[src/rtl/core_config_pkg.sv]
// Core-wide configuration shared by the execute-stage units: datapath widths and the shift opcode.
package core_config_pkg;

    localparam int XLEN                = 32;
    localparam int MAX_SHIFT_PER_CYCLE = 3;
    localparam int REG_ADDR_W          = 5;
    localparam int SHAMT_W             = 5;

    typedef enum logic [1:0] {
        SHIFT_SLL = 2'd0,
        SHIFT_SRL = 2'd1,
        SHIFT_SRA = 2'd2
    } shift_op_t;

    // The unused encoding 2'b11 behaves as a left shift.
    function automatic shift_op_t decode_op(input logic [1:0] raw);
        shift_op_t op;
        case (raw)
            2'd1:    op = SHIFT_SRL;
            2'd2:    op = SHIFT_SRA;
            default: op = SHIFT_SLL;
        endcase
        return op;
    endfunction

endpackage

[src/rtl/alu_shift_step.sv]
// Combinational shifter limited to distances 0..MAX_STEP, selected from a small set of fixed shifts.
module alu_shift_step
    import core_config_pkg::*;
#(
    parameter int XLEN     = core_config_pkg::XLEN,
    parameter int MAX_STEP = core_config_pkg::MAX_SHIFT_PER_CYCLE
) (
    input  logic [XLEN-1:0]    data_in,
    input  shift_op_t          op,
    input  logic [SHAMT_W-1:0] step,
    output logic [XLEN-1:0]    data_out
);

    logic signed [XLEN-1:0] data_s;
    logic        [XLEN-1:0] cand [0:MAX_STEP];

    assign data_s = data_in;

    generate
        for (genvar gi = 0; gi <= MAX_STEP; gi++) begin : g_cand
            logic signed [XLEN-1:0] sra_v;
            assign sra_v    = data_s >>> gi;
            assign cand[gi] = (op == SHIFT_SRL) ? (data_in >> gi) :
                              (op == SHIFT_SRA) ? sra_v           :
                                                  (data_in << gi);
        end
    endgenerate

    always_comb begin
        data_out = data_in;
        for (int i = 0; i <= MAX_STEP; i++) begin
            if (step == SHAMT_W'(i)) begin
                data_out = cand[i];
            end
        end
    end

endmodule

[src/rtl/alu_shift_ctrl.sv]
// Multi-cycle shift unit: applies up to MAX_STEP bits of shift per cycle and holds the result
// with a valid/ready handshake until the consumer takes it.
module alu_shift_ctrl
    import core_config_pkg::*;
#(
    parameter int XLEN     = core_config_pkg::XLEN,
    parameter int MAX_STEP = core_config_pkg::MAX_SHIFT_PER_CYCLE
) (
    input  logic                  clk,
    input  logic                  rst,
    input  logic                  req_valid,
    output logic                  req_ready,
    input  logic [1:0]            req_op,
    input  logic [XLEN-1:0]       req_data,
    input  logic [4:0]            req_shamt,
    input  logic [REG_ADDR_W-1:0] req_tag,
    input  logic                  flush,
    output logic                  res_valid,
    input  logic                  res_ready,
    output logic [XLEN-1:0]       res_data,
    output logic [REG_ADDR_W-1:0] res_tag,
    output logic                  busy
);

    generate
        if (MAX_STEP < 1 || MAX_STEP > 31) begin : g_bad_max_step
            $error("alu_shift_ctrl: MAX_STEP must be within 1..31");
        end
    endgenerate

    typedef enum logic [1:0] {ST_IDLE, ST_SHIFT, ST_DONE} state_t;

    localparam logic [SHAMT_W-1:0] MAX_STEP_W = SHAMT_W'(MAX_STEP);

    state_t                  state_q, state_d;
    shift_op_t               op_q, op_d;
    logic [XLEN-1:0]         data_q, data_d;
    logic [REG_ADDR_W-1:0]   tag_q, tag_d;
    logic [SHAMT_W-1:0]      rem_q, rem_d;
    logic [SHAMT_W-1:0]      step;
    logic [XLEN-1:0]         shifted;

    assign step = (rem_q < MAX_STEP_W) ? rem_q : MAX_STEP_W;

    alu_shift_step #(
        .XLEN     (XLEN),
        .MAX_STEP (MAX_STEP)
    ) u_step (
        .data_in  (data_q),
        .op       (op_q),
        .step     (step),
        .data_out (shifted)
    );

    assign req_ready = (state_q == ST_IDLE) && !flush;
    assign res_valid = (state_q == ST_DONE);
    assign busy      = (state_q != ST_IDLE);
    assign res_data  = data_q;
    assign res_tag   = tag_q;

    always_comb begin
        state_d = state_q;
        op_d    = op_q;
        data_d  = data_q;
        tag_d   = tag_q;
        rem_d   = rem_q;

        case (state_q)
            ST_IDLE: begin
                if (req_valid && req_ready) begin
                    op_d    = decode_op(req_op);
                    data_d  = req_data;
                    tag_d   = req_tag;
                    rem_d   = req_shamt;
                    state_d = (req_shamt == '0) ? ST_DONE : ST_SHIFT;
                end
            end
            ST_SHIFT: begin
                data_d = shifted;
                rem_d  = rem_q - step;
                if (rem_q == step) begin
                    state_d = ST_DONE;
                end
            end
            ST_DONE: begin
                if (res_ready) begin
                    state_d = ST_IDLE;
                end
            end
            default: state_d = ST_IDLE;
        endcase

        // Flush wins over both accept and step; a coincident handshake still completes.
        if (flush) begin
            state_d = ST_IDLE;
            rem_d   = '0;
        end
    end

    always_ff @(posedge clk) begin
        if (rst) begin
            state_q <= ST_IDLE;
            op_q    <= SHIFT_SLL;
            data_q  <= '0;
            tag_q   <= '0;
            rem_q   <= '0;
        end else begin
            state_q <= state_d;
            op_q    <= op_d;
            data_q  <= data_d;
            tag_q   <= tag_d;
            rem_q   <= rem_d;
        end
    end

endmodule
[config.mk]
export PLATFORM = sky130hd
export DESIGN_NAME = alu_shift_ctrl
export DESIGN_NICKNAME = d
export VERILOG_FILES = /design/src/rtl/core_config_pkg.sv /design/src/rtl/alu_shift_step.sv /design/src/rtl/alu_shift_ctrl.sv
export SDC_FILE = /design/constraint.sdc
export NUM_CORES = 1
export LEC_CHECK = 0
export BUFFER_PORTS_ARGS = -buffer_cell sky130_fd_sc_hd__buf_2
export CAP_MARGIN = 25
export CORE_MARGIN = 3
export CORE_UTILIZATION = 34
export CTS_BUF_LIST = sky130_fd_sc_hd__clkbuf_8
export DETAILED_ROUTE_END_ITERATION = 10
export PLACE_DENSITY = 0.56
export SYNTH_ARGS = -nofsm -noshare
export SYNTH_HDL_FRONTEND = slang
export SYNTH_HIERARCHICAL = 1
export SYNTH_SLANG_ARGS = --single-unit
export TNS_END_PERCENT = 5
[constraint.sdc]
create_clock -name clk -period 5.95 [get_ports clk]
set_clock_uncertainty 0.2 [all_clocks]
set_input_delay 0.8925 -clock clk [delete_from_list [all_inputs] [get_ports clk]]
set_output_delay 0.8925 -clock clk [all_outputs]
set_load 0.05 [all_outputs]
==> impl_metrics.env, run 1 <==
export IMPL_start_util_pct=35.07
export IMPL_fin_crit_ps=3195
export IMPL_grtUsageMet3_pct=3.641
export IMPL_syn2layout_area_growth_pct=13.34
export IMPL_final_nets=651
export IMPL_maxCapViolations=0
export IMPL_met1_usage_pct=23.74
export IMPL_yosysUniqueCellTypes=55
export IMPL_clock_path_buffers=2
export IMPL_first_iter_violations=497
export IMPL_cts_tree="built"
export IMPL_report_final_slew_viol_count=0
export IMPL_post_cts_setup_buffers=0
export IMPL_die_w_um=112.0
export IMPL_place_congestion=0.8531
export IMPL_tritoncts_num_buffers=5
export IMPL_coreArea_um2=10890
export IMPL_setup_tns_ps=0
export IMPL_crit_top_cell="buf_4"
export IMPL_grt_usage_pct=18.09
export IMPL_die_area_um2=12540
export IMPL_clk_latency_ps=310
export IMPL_cts_resized=0
export IMPL_ys_seq_area_share_pct=24.12
export IMPL_grt_antenna_before_repair=0
export IMPL_worstMarginPinSlew_ps=1071
export IMPL_maxSlewHeadroom_pct=28.57
export IMPL_die_h_um=112.0
export IMPL_final_setup_viol_count=0
export IMPL_layout_cells_non_filler=743
export IMPL_vias=4294
export IMPL_rsz0062_at_grt="no"
export IMPL_worstSetupPathType="flip-flop to flip-flop"
export IMPL_hpwl_um=7759
export IMPL_placed_cells=735
export IMPL_drive_above_1_share_pct=21.23
export IMPL_gr_total_overflow=0
export IMPL_clkSlewWorstSetupHoldPaths_ps=90
export IMPL_syn_area_per_cell_um2=7.046
export IMPL_pin_count=89
export IMPL_clock_sinks=46
export IMPL_grt_pass1_vias=4118
export IMPL_status="complete, no violations"
export IMPL_hold_viol_final=0
export IMPL_firstDrtPassIters=8
export IMPL_ir_worst_vdd_uv=93.03
export IMPL_wire_per_inst_um=15.57
export IMPL_path_cells="nor3_2 -> nand2b_1 -> nor4b_2 -> buf_4 -> and2_1 -> buf_4 -> o31a_1 -> nand2_1 -> a311oi_1"
export IMPL_slowest_stage="and2_1"
export IMPL_cp_end_kind="flip-flop"
export IMPL_grt_pass1_wl_um=19510
export IMPL_grt_max_degree=68
export IMPL_remaining_drc_errors=0
export IMPL_cpPeakStageDelay_ps=760
export IMPL_yosysWarnings=6
export IMPL_timing_fmax_mhz=313.0
export IMPL_root_buffer="clkbuf_8"
export IMPL_ctsHoldBuffers=0
export IMPL_met2_usage_pct=29.90
export IMPL_port_buffers=88
export IMPL_cp_arrival_ps=3210
export IMPL_htreeDepth=2
export IMPL_leakage_nw=1.601
export IMPL_busiest_layer="met2"
export IMPL_num_antenna_cells=0
export IMPL_cp_required_ps=5970
export IMPL_cellPowerDensity_nw_per_um2=214.8
export IMPL_crit_family="simple AND/OR/NAND/NOR gates"
export IMPL_ant_nets=0
export IMPL_cp_max_fo=29
export IMPL_critPathLaunchType="flip-flop"
export IMPL_ys_ff_latch=46
export IMPL_num_rows=38
export IMPL_finalCritPeriodShare_pct=53.70
export IMPL_worst_path_buf_inv=2
export IMPL_post_drt_via_cell_ratio=5.779
export IMPL_hold_path_class="flip-flop to flip-flop"
export IMPL_syn_inst=542
export IMPL_finalWirelength_um=11570
export IMPL_syn_cell_area_um2=3819
==> cell usage after synthesis, drive strengths merged <==
cell type / count / area share (%)
o211a: 1 / 0.26
o32ai: 2 / 0.66
nor4: 2 / 0.49
nand3: 27 / 3.5
nand2: 144 / 14
a221oi: 2 / 0.46
nor2: 43 / 4.7
a311oi: 60 / 14
nor3b: 1 / 0.20
or4: 1 / 0.29
clkbuf: 18 / 1.8
xnor2: 1 / 0.43
conb: 1 / 0.098
dfxtp: 46 / 24
and3: 1 / 0.16
nor2b: 4 / 0.72
o21ba: 1 / 0.26
o31ai: 1 / 0.20
o2111ai: 1 / 0.23
o31a: 26 / 6.0
a31oi: 2 / 0.33
a211oi: 5 / 1.1
a21o: 3 / 0.59
inv: 8 / 0.79
mux2: 2 / 0.59
o41a: 1 / 0.29
nand2b: 4 / 0.66
nor4b: 2 / 0.79
nand3b: 2 / 0.39
o311ai: 1 / 0.23
nor3: 6 / 1.0
a22o: 3 / 0.69
a21oi: 68 / 8.9
xor2: 1 / 0.23
a211o: 1 / 0.23
o21ai: 4 / 0.52
or2: 1 / 0.16
and2: 4 / 0.66
nand4: 1 / 0.16
mux2i: 4 / 1.0
a22oi: 2 / 0.39
buf: 34 / 7.0
==> logic make-up (layout without fill, tap and decap cells) <==
logic type	count (synthesis)	in the layout	share of synthesized area [%]
AND/OR/NAND/NOR	243	243	28.15
multiplexers	6	6	1.638
buffers and inverters	60	113	9.600
XOR/XNOR	2	2	0.6555
AO/OA/AOI/OAI	184	184	35.75
flip-flops	46	46	24.12
other	1	9	0.09820
==> flip-flops by register name, indices dropped and copies added, names as in the netlist <==
| name | count |
|---|---|
| res_data | 32 |
| res_tag | 5 |
| op_q | 2 |
| state_q | 2 |
| rem_q | 5 |
==> stage by stage <==
stage	total power [W]	area, um^2	utilization [%]	worst slack, ps	hold slack [ps]
4_1_cts	0.0009425	4328	39.75	2777	257.7
2_1_floorplan	0.0006191	3849	-	3311	228.6
3_3_place_gp	0.0006884	4214	38.70	2830	241.5
6_report	0.0009294	4328	39.75	2755	255.5
5_1_grt	0.0009827	4328	39.75	2466	288.8
3_5_place_dp	0.0006906	4214	38.70	2805	243.6
==> cell usage in the layout (no fill, tap or decap), types with 2 or more instances in the layout <==
cell type,instances
a21oi_1,68
nand3b_1,2
mux2_2,2
clkbuf_8,5
a21o_1,3
nand2_1,143
a211oi_1,4
o21ai_1,2
a221oi_1,2
nand3_1,27
buf_4,9
a22o_1,3
dfxtp_1,46
a22oi_1,2
clkinvlp_4,2
nor2_1,42
inv_1,7
a31oi_1,2
mux2i_1,4
nor3_1,4
buf_2,88
conb_1,9
a311oi_1,56
a311oi_2,4
nor2b_1,2
nand2b_1,4
and2_1,4
o21ai_0,2
o31a_1,26
nor4b_2,2
nor2b_2,2
nor3_2,2
==> routing by layer <==
| metal | wire length [um] | vias up |
|---|---|---|
| met2 | 5262 | 238 |
| met5 | 0 | - |
| met1 | 5039 | 1923 |
| met3 | 1067 | 22 |
| li1 | - | 2111 |
| met4 | 203 | 0 |
==> path summary, 6_finish.rpt <==
path / startpoint / endpoint / slack (ps) / cells past startpoint
max: rem_q[3] / res_data[17] / 2760 / 9
max reg2reg: rem_q[3] / res_data[17] / 2760 / 9
min: res_tag[4] / res_tag[4] / 260 / 2
min reg2reg: res_tag[4] / res_tag[4] / 260 / 2
==> worst register-to-register path: stages (launching register included) <==
cell,delay (ps)
dfxtp_1,450
nor3_2,130
nand2b_1,180
nor4b_2,230
buf_4,220
and2_1,760
buf_4,440
o31a_1,190
nand2_1,50
a311oi_1,260
==> power by group <==
part / total [W] / leakage [nW] / internal (W) / switching (W)
clock network: 0.000245 / 0.0504 / 0.000125 / 0.000120
logic: 0.000318 / 1.17 / 0.000104 / 0.000214
registers: 0.000367 / 0.379 / 0.000332 / 0.0000352
total: 0.000929 / 1.60 / 0.000560 / 0.000369
==> cell type report <==
| type | count | area [um^2] |
|---|---|---|
| fillers | 1138 | 6560 |
| multi-input cells | 444 | 2580 |
| flip-flops and latches | 46 | 920.9 |
| repair buffers | 97 | 508.0 |
| well taps | 140 | 175.2 |
| clock buffers | 5 | 68.82 |
| clock inverters | 3 | 45.04 |
| inverters | 8 | 30.03 |
Note: power is estimated with default switching activity, not from simulation.
==> run 2: changes to the inputs <==
- clock period: 5.95 -> 3.05 ns (I/O delays scaled with it)
==> run 2 against run 1 <==
Against the previous run: utilization rose by 1.0 points; clock-buffer cell count did not move; die area did not move; worst hold slack got worse by 75 ps; wire length rose by 0.82%; combinational power rose by 100%; largest cell class unchanged.
==> impl_metrics.env, run 2 (synthesized netlist as in run 1, its figures left out) <==
export IMPL_hold_viol_final=0
export IMPL_num_rows=38
export IMPL_ir_worst_vdd_uv=207.5
export IMPL_post_cts_setup_buffers=0
export IMPL_clock_path_buffers=2
export IMPL_start_util_pct=35.07
export IMPL_clock_sinks=46
export IMPL_syn2layout_area_growth_pct=16.19
export IMPL_gr_total_overflow=0
export IMPL_wire_per_inst_um=15.43
export IMPL_place_congestion=0.8798
export IMPL_timing_fmax_mhz=373.7
export IMPL_detailed_place_area_um2=4328
export IMPL_num_antenna_cells=0
export IMPL_grt_pass1_vias=4098
export IMPL_port_buffers=88
export IMPL_register_area_um2=920.9
export IMPL_hpwl_um=8215
export IMPL_vias=4360
export IMPL_fin_crit_ps=2676
export IMPL_ctsHoldBuffers=0
export IMPL_final_cell_mix="nand2_1 (143), buf_2 (88), a21oi_1 (68), a311oi_1 (56), dfxtp_1 (46)"
export IMPL_grt_pass1_wl_um=19360
export IMPL_clkSlewWorstSetupHoldPaths_ps=90
export IMPL_remaining_drc_errors=0
export IMPL_cp_required_ps=3020
export IMPL_coreArea_um2=10890
export IMPL_cp_arrival_ps=2650
export IMPL_cp_end_kind="flip-flop"
export IMPL_largest_reg_flops=32
export IMPL_die_area_um2=12540
export IMPL_root_buffer="clkbuf_8"
export IMPL_status="complete, no violations"
export IMPL_firstDrtPassIters=5
export IMPL_ant_nets=0
export IMPL_worstSetupPathType="flip-flop to flip-flop"
export IMPL_cellPowerDensity_nw_per_um2=409.1
export IMPL_post_drt_via_cell_ratio=5.767
export IMPL_layout_cells_non_filler=756
export IMPL_grt_usage_pct=17.99
export IMPL_worstMarginPinSlew_ps=611.2
export IMPL_maxCapViolations=0
export IMPL_maxSlewHeadroom_pct=59.06
export IMPL_pin_count=89
export IMPL_finalWirelength_um=11670
export IMPL_first_iter_violations=441
export IMPL_hold_path_class="input port to flip-flop"
export IMPL_htreeDepth=2
export IMPL_report_final_slew_viol_count=0
export IMPL_grt_max_degree=68
export IMPL_placed_cells=748
export IMPL_die_w_um=112.0
export IMPL_rsz0062_at_grt="no"
export IMPL_clk_latency_ps=300
export IMPL_grt_antenna_before_repair=0
export IMPL_stdcell_area_um2=4437
export IMPL_multi_input_area_um2=2580
export IMPL_layout_commonest_cell="nand2_1"
export IMPL_tritoncts_num_buffers=5
export IMPL_finalCritPeriodShare_pct=87.73
export IMPL_drive_above_1_share_pct=22.89
export IMPL_final_nets=664
export IMPL_cp_max_fo=33
export IMPL_final_setup_viol_count=0
export IMPL_die_h_um=112.0
export IMPL_cts_tree="built"
export IMPL_setup_tns_ps=0
export IMPL_cts_resized=0
export IMPL_critPathLaunchType="flip-flop"
export IMPL_leakage_nw=1.679
export IMPL_fill_cells=1193
-- run 2: worst paths after layout --
path / depth (start not counted) / slack (ps) / start / endpoint
max: 8 / 370 / rem_q[3] / res_data[5]
min: 3 / 180 / req_tag[4] / res_tag[4]
max reg2reg: 8 / 370 / rem_q[3] / res_data[5]
min reg2reg: 2 / 260 / res_tag[4] / res_tag[4]
-- run 2: critical path: stages (launching register included) --
cell and delay, ps:
dfxtp_1 390, nor3_2 210, nand2b_1 170, or4_4 500, nor2_8 430, a311oi_1 180
o31a_1 320, nand2_1 60, a311oi_1 80
-- run 2: report_power, final --
group	switching (W)	internal, W	total (W)
logic	0.000421	0.000216	0.000637
registers	0.0000672	0.000647	0.000714
clock network	0.000222	0.000242	0.000464
-- run 2: layout make-up --
| type | instances | share of cell area (%) |
|---|---|---|
| Clock buffer | 5 | 1.551 |
| Clock inverter | 3 | 0.9024 |
| Inverter | 8 | 0.6768 |
| Multi-Input combinational cell | 444 | 58.15 |
| Sequential cell | 46 | 20.76 |
| Tap cell | 140 | 3.948 |
| Timing Repair Buffer | 110 | 14.02 |
-- run 2: routing by layer --
metal	global-route usage [%]	vias to the layer above	share of wire [%]
met3	3.696	19	7.7
li1	-	2141	-
met2	28.74	200	46
met1	24.40	2000	45
met5	0	-	0
met4	5.689	0	1.5
-- run 2: stage by stage --
step                setup WS [ps]  utilization [%]  power [W]  hold slack, ps
floorplan                   591.4                -   0.001208           228.6
global placement            446.0            39.65   0.001356           242.3
detailed placement          408.5            39.75   0.001363           245.9
CTS                         381.6            40.75   0.001840           167.6
global route                172.8            40.75   0.001915           169.8
finish                      374.1            40.75   0.001815           180.7
==> run 3: changes to the inputs <==
- RECOVER_POWER: unset -> 25
==> run 3 against run 2 <==
Against the previous run: wire length is 0.69% higher; clock power hardly changed; power is 0.14% lower; final cell count stayed put; via count is 0.87% higher; worst hold slack worse by 1.1 ps; sequential power hardly changed; setup slack better by 13 ps; first-iteration DRC count is 8.8% higher; register-to-register slack hardly changed; critical path depth stayed put; highest routed layer unchanged.
==> impl_metrics.env, run 3 (synthesized netlist as in run 1, its figures left out) <==
export IMPL_finalWirelength_um=11750
export IMPL_first_iter_violations=480
export IMPL_finalCritPeriodShare_pct=87.32
export IMPL_clk_latency_ps=300
export IMPL_worstHoldEndpoint="res_tag[4]"
export IMPL_hold_path_class="input port to flip-flop"
export IMPL_leakage_nw=1.631
export IMPL_critPathLaunchType="flip-flop"
export IMPL_clock_path_buffers=2
export IMPL_maxUsedRoutingLayer="met4"
export IMPL_port_buffers=88
export IMPL_cts_tree="built"
export IMPL_dr_wl_met3_um=933
export IMPL_placed_cells=748
export IMPL_grt_antenna_before_repair=0
export IMPL_coreArea_um2=10890
export IMPL_fin_crit_ps=2663
export IMPL_grt_usage_pct=17.99
export IMPL_root_buffer="clkbuf_8"
export IMPL_path_cells="nor3_2 -> nand2b_1 -> or4_4 -> nor2_8 -> nor2_1 -> o32ai_2 -> nand2_1 -> a311oi_1"
export IMPL_largest_reg_flops=32
export IMPL_maxSlewHeadroom_pct=49.26
export IMPL_syn2layout_area_growth_pct=15.60
export IMPL_place_congestion=0.8798
export IMPL_hold_viol_final=0
export IMPL_remaining_drc_errors=0
export IMPL_wl_met2_um=5344
export IMPL_slowest_stage="or4_4"
export IMPL_vias=4398
export IMPL_ant_nets=0
export IMPL_drive_above_1_share_pct=20.78
export IMPL_timing_fmax_mhz=375.5
export IMPL_firstDrtPassIters=5
export IMPL_num_antenna_cells=0
export IMPL_hold_path_depth=3
export IMPL_die_area_um2=12540
export IMPL_grt_pass1_wl_um=19360
export IMPL_clkSlewWorstSetupHoldPaths_ps=90
export IMPL_setup_tns_ps=0
export IMPL_cpPeakStageDelay_ps=500
export IMPL_ir_worst_vdd_uv=206.9
export IMPL_grt_max_degree=68
export IMPL_m1WireLength_um=5259
export IMPL_tritoncts_num_buffers=5
export IMPL_num_rows=38
export IMPL_r2r_end="res_data[1]"
export IMPL_cellPowerDensity_nw_per_um2=410.5
export IMPL_cp_max_fo=33
export IMPL_status="complete, no violations"
export IMPL_rr_worst_depth=8
export IMPL_post_cts_setup_buffers=0
export IMPL_htreeDepth=2
export IMPL_min_delay_start="req_tag[4]"
export IMPL_worstSetupPathType="flip-flop to flip-flop"
export IMPL_wire_per_inst_um=15.54
export IMPL_final_nets=664
export IMPL_regToRegSetupSlack_ps=390
export IMPL_reg2reg_from="rem_q[3]"
export IMPL_ctsHoldBuffers=0
export IMPL_maxCapViolations=0
export IMPL_cts_resized=0
export IMPL_worst_path_buf_inv=0
export IMPL_layout_cells_non_filler=756
export IMPL_post_drt_via_cell_ratio=5.817
export IMPL_die_h_um=112.0
export IMPL_cp_arrival_ps=2680
export IMPL_cp_required_ps=3070
export IMPL_die_w_um=112.0
export IMPL_clock_sinks=46
export IMPL_worstMarginPinSlew_ps=761.0
export IMPL_start_util_pct=35.07
export IMPL_final_setup_viol_count=0
export IMPL_pin_count=89
export IMPL_report_final_slew_viol_count=0
export IMPL_grt_pass1_vias=4098
export IMPL_layout_commonest_cell="nand2_1"
export IMPL_crit_family="simple AND/OR/NAND/NOR gates"
export IMPL_hpwl_um=8215
export IMPL_final_cell_mix="nand2_1 (143), buf_2 (77), a21oi_1 (68), a311oi_1 (56), dfxtp_1 (46)"
export IMPL_cp_end_kind="flip-flop"
export IMPL_gr_total_overflow=0
export IMPL_rsz0062_at_grt="no"
## run 3: cell types whose count changed in the layout (fill, tap and decap cells not counted), sizes merged
cell	before	now
buf	110	98
clkbuf	5	17
## run 3: layout make-up
| cell class | count | area [um^2] |
|---|---|---|
| Clock buffer | 5 | 68.82 |
| Clock inverter | 3 | 40.04 |
| Fill cell | 1201 | 6474 |
| Inverter | 8 | 30.03 |
| Multi-Input combinational cell | 444 | 2575 |
| Sequential cell | 46 | 920.9 |
| Tap cell | 140 | 175.2 |
| Timing Repair Buffer | 110 | 604.3 |
## run 3: worst reg2reg max path: stages, from the launching register on
cell and delay, ps:
dfxtp_1 390, nor3_2 210, nand2b_1 170, or4_4 500
nor2_8 420, nor2_1 100, o32ai_2 270, nand2_1 90
a311oi_1 230
## run 3: how the worst max path moves through the flow
stage / start / end / slack (ps) / depth (start not counted)
after floorplan: rem_q[2] / res_data[31] / 590 / 8
after global placement: rem_q[3] / res_data[1] / 450 / 8
after detailed placement: rem_q[3] / res_data[1] / 410 / 8
after CTS: rem_q[3] / res_data[1] / 380 / 8
after global routing: rem_q[3] / res_data[0] / 170 / 8
final: rem_q[3] / res_data[1] / 390 / 8
## run 3: power by group
part,switching [W],internal (W),total [W]
Combinational,0.000421,0.000213,0.000633
Sequential,0.0000677,0.000647,0.000714
Clock,0.000223,0.000242,0.000465
Total,0.000711,0.00110,0.00181
## run 3: metrics by stage
stage | area, um^2 | utilization [%] | power, W | hold WS, ps | worst slack, ps
finish | 4414 | 40.54 | 0.001812 | 179.7 | 386.9
global route | 4414 | 40.54 | 0.001912 | 169.8 | 172.8
CTS | 4437 | 40.75 | 0.001840 | 167.6 | 381.6
detailed placement | 4328 | 39.75 | 0.001363 | 245.9 | 408.5
global placement | 4317 | 39.65 | 0.001356 | 242.3 | 446.0
floorplan | 3849 | - | 0.001208 | 228.6 | 591.4
## run 3: routing by layer
metal | track usage [%] | up-vias
met1 | 24.40 | 2024
met2 | 28.74 | 212
met3 | 3.696 | 25
met5 | 0 | -
met4 | 5.689 | 0
li1 | - | 2137
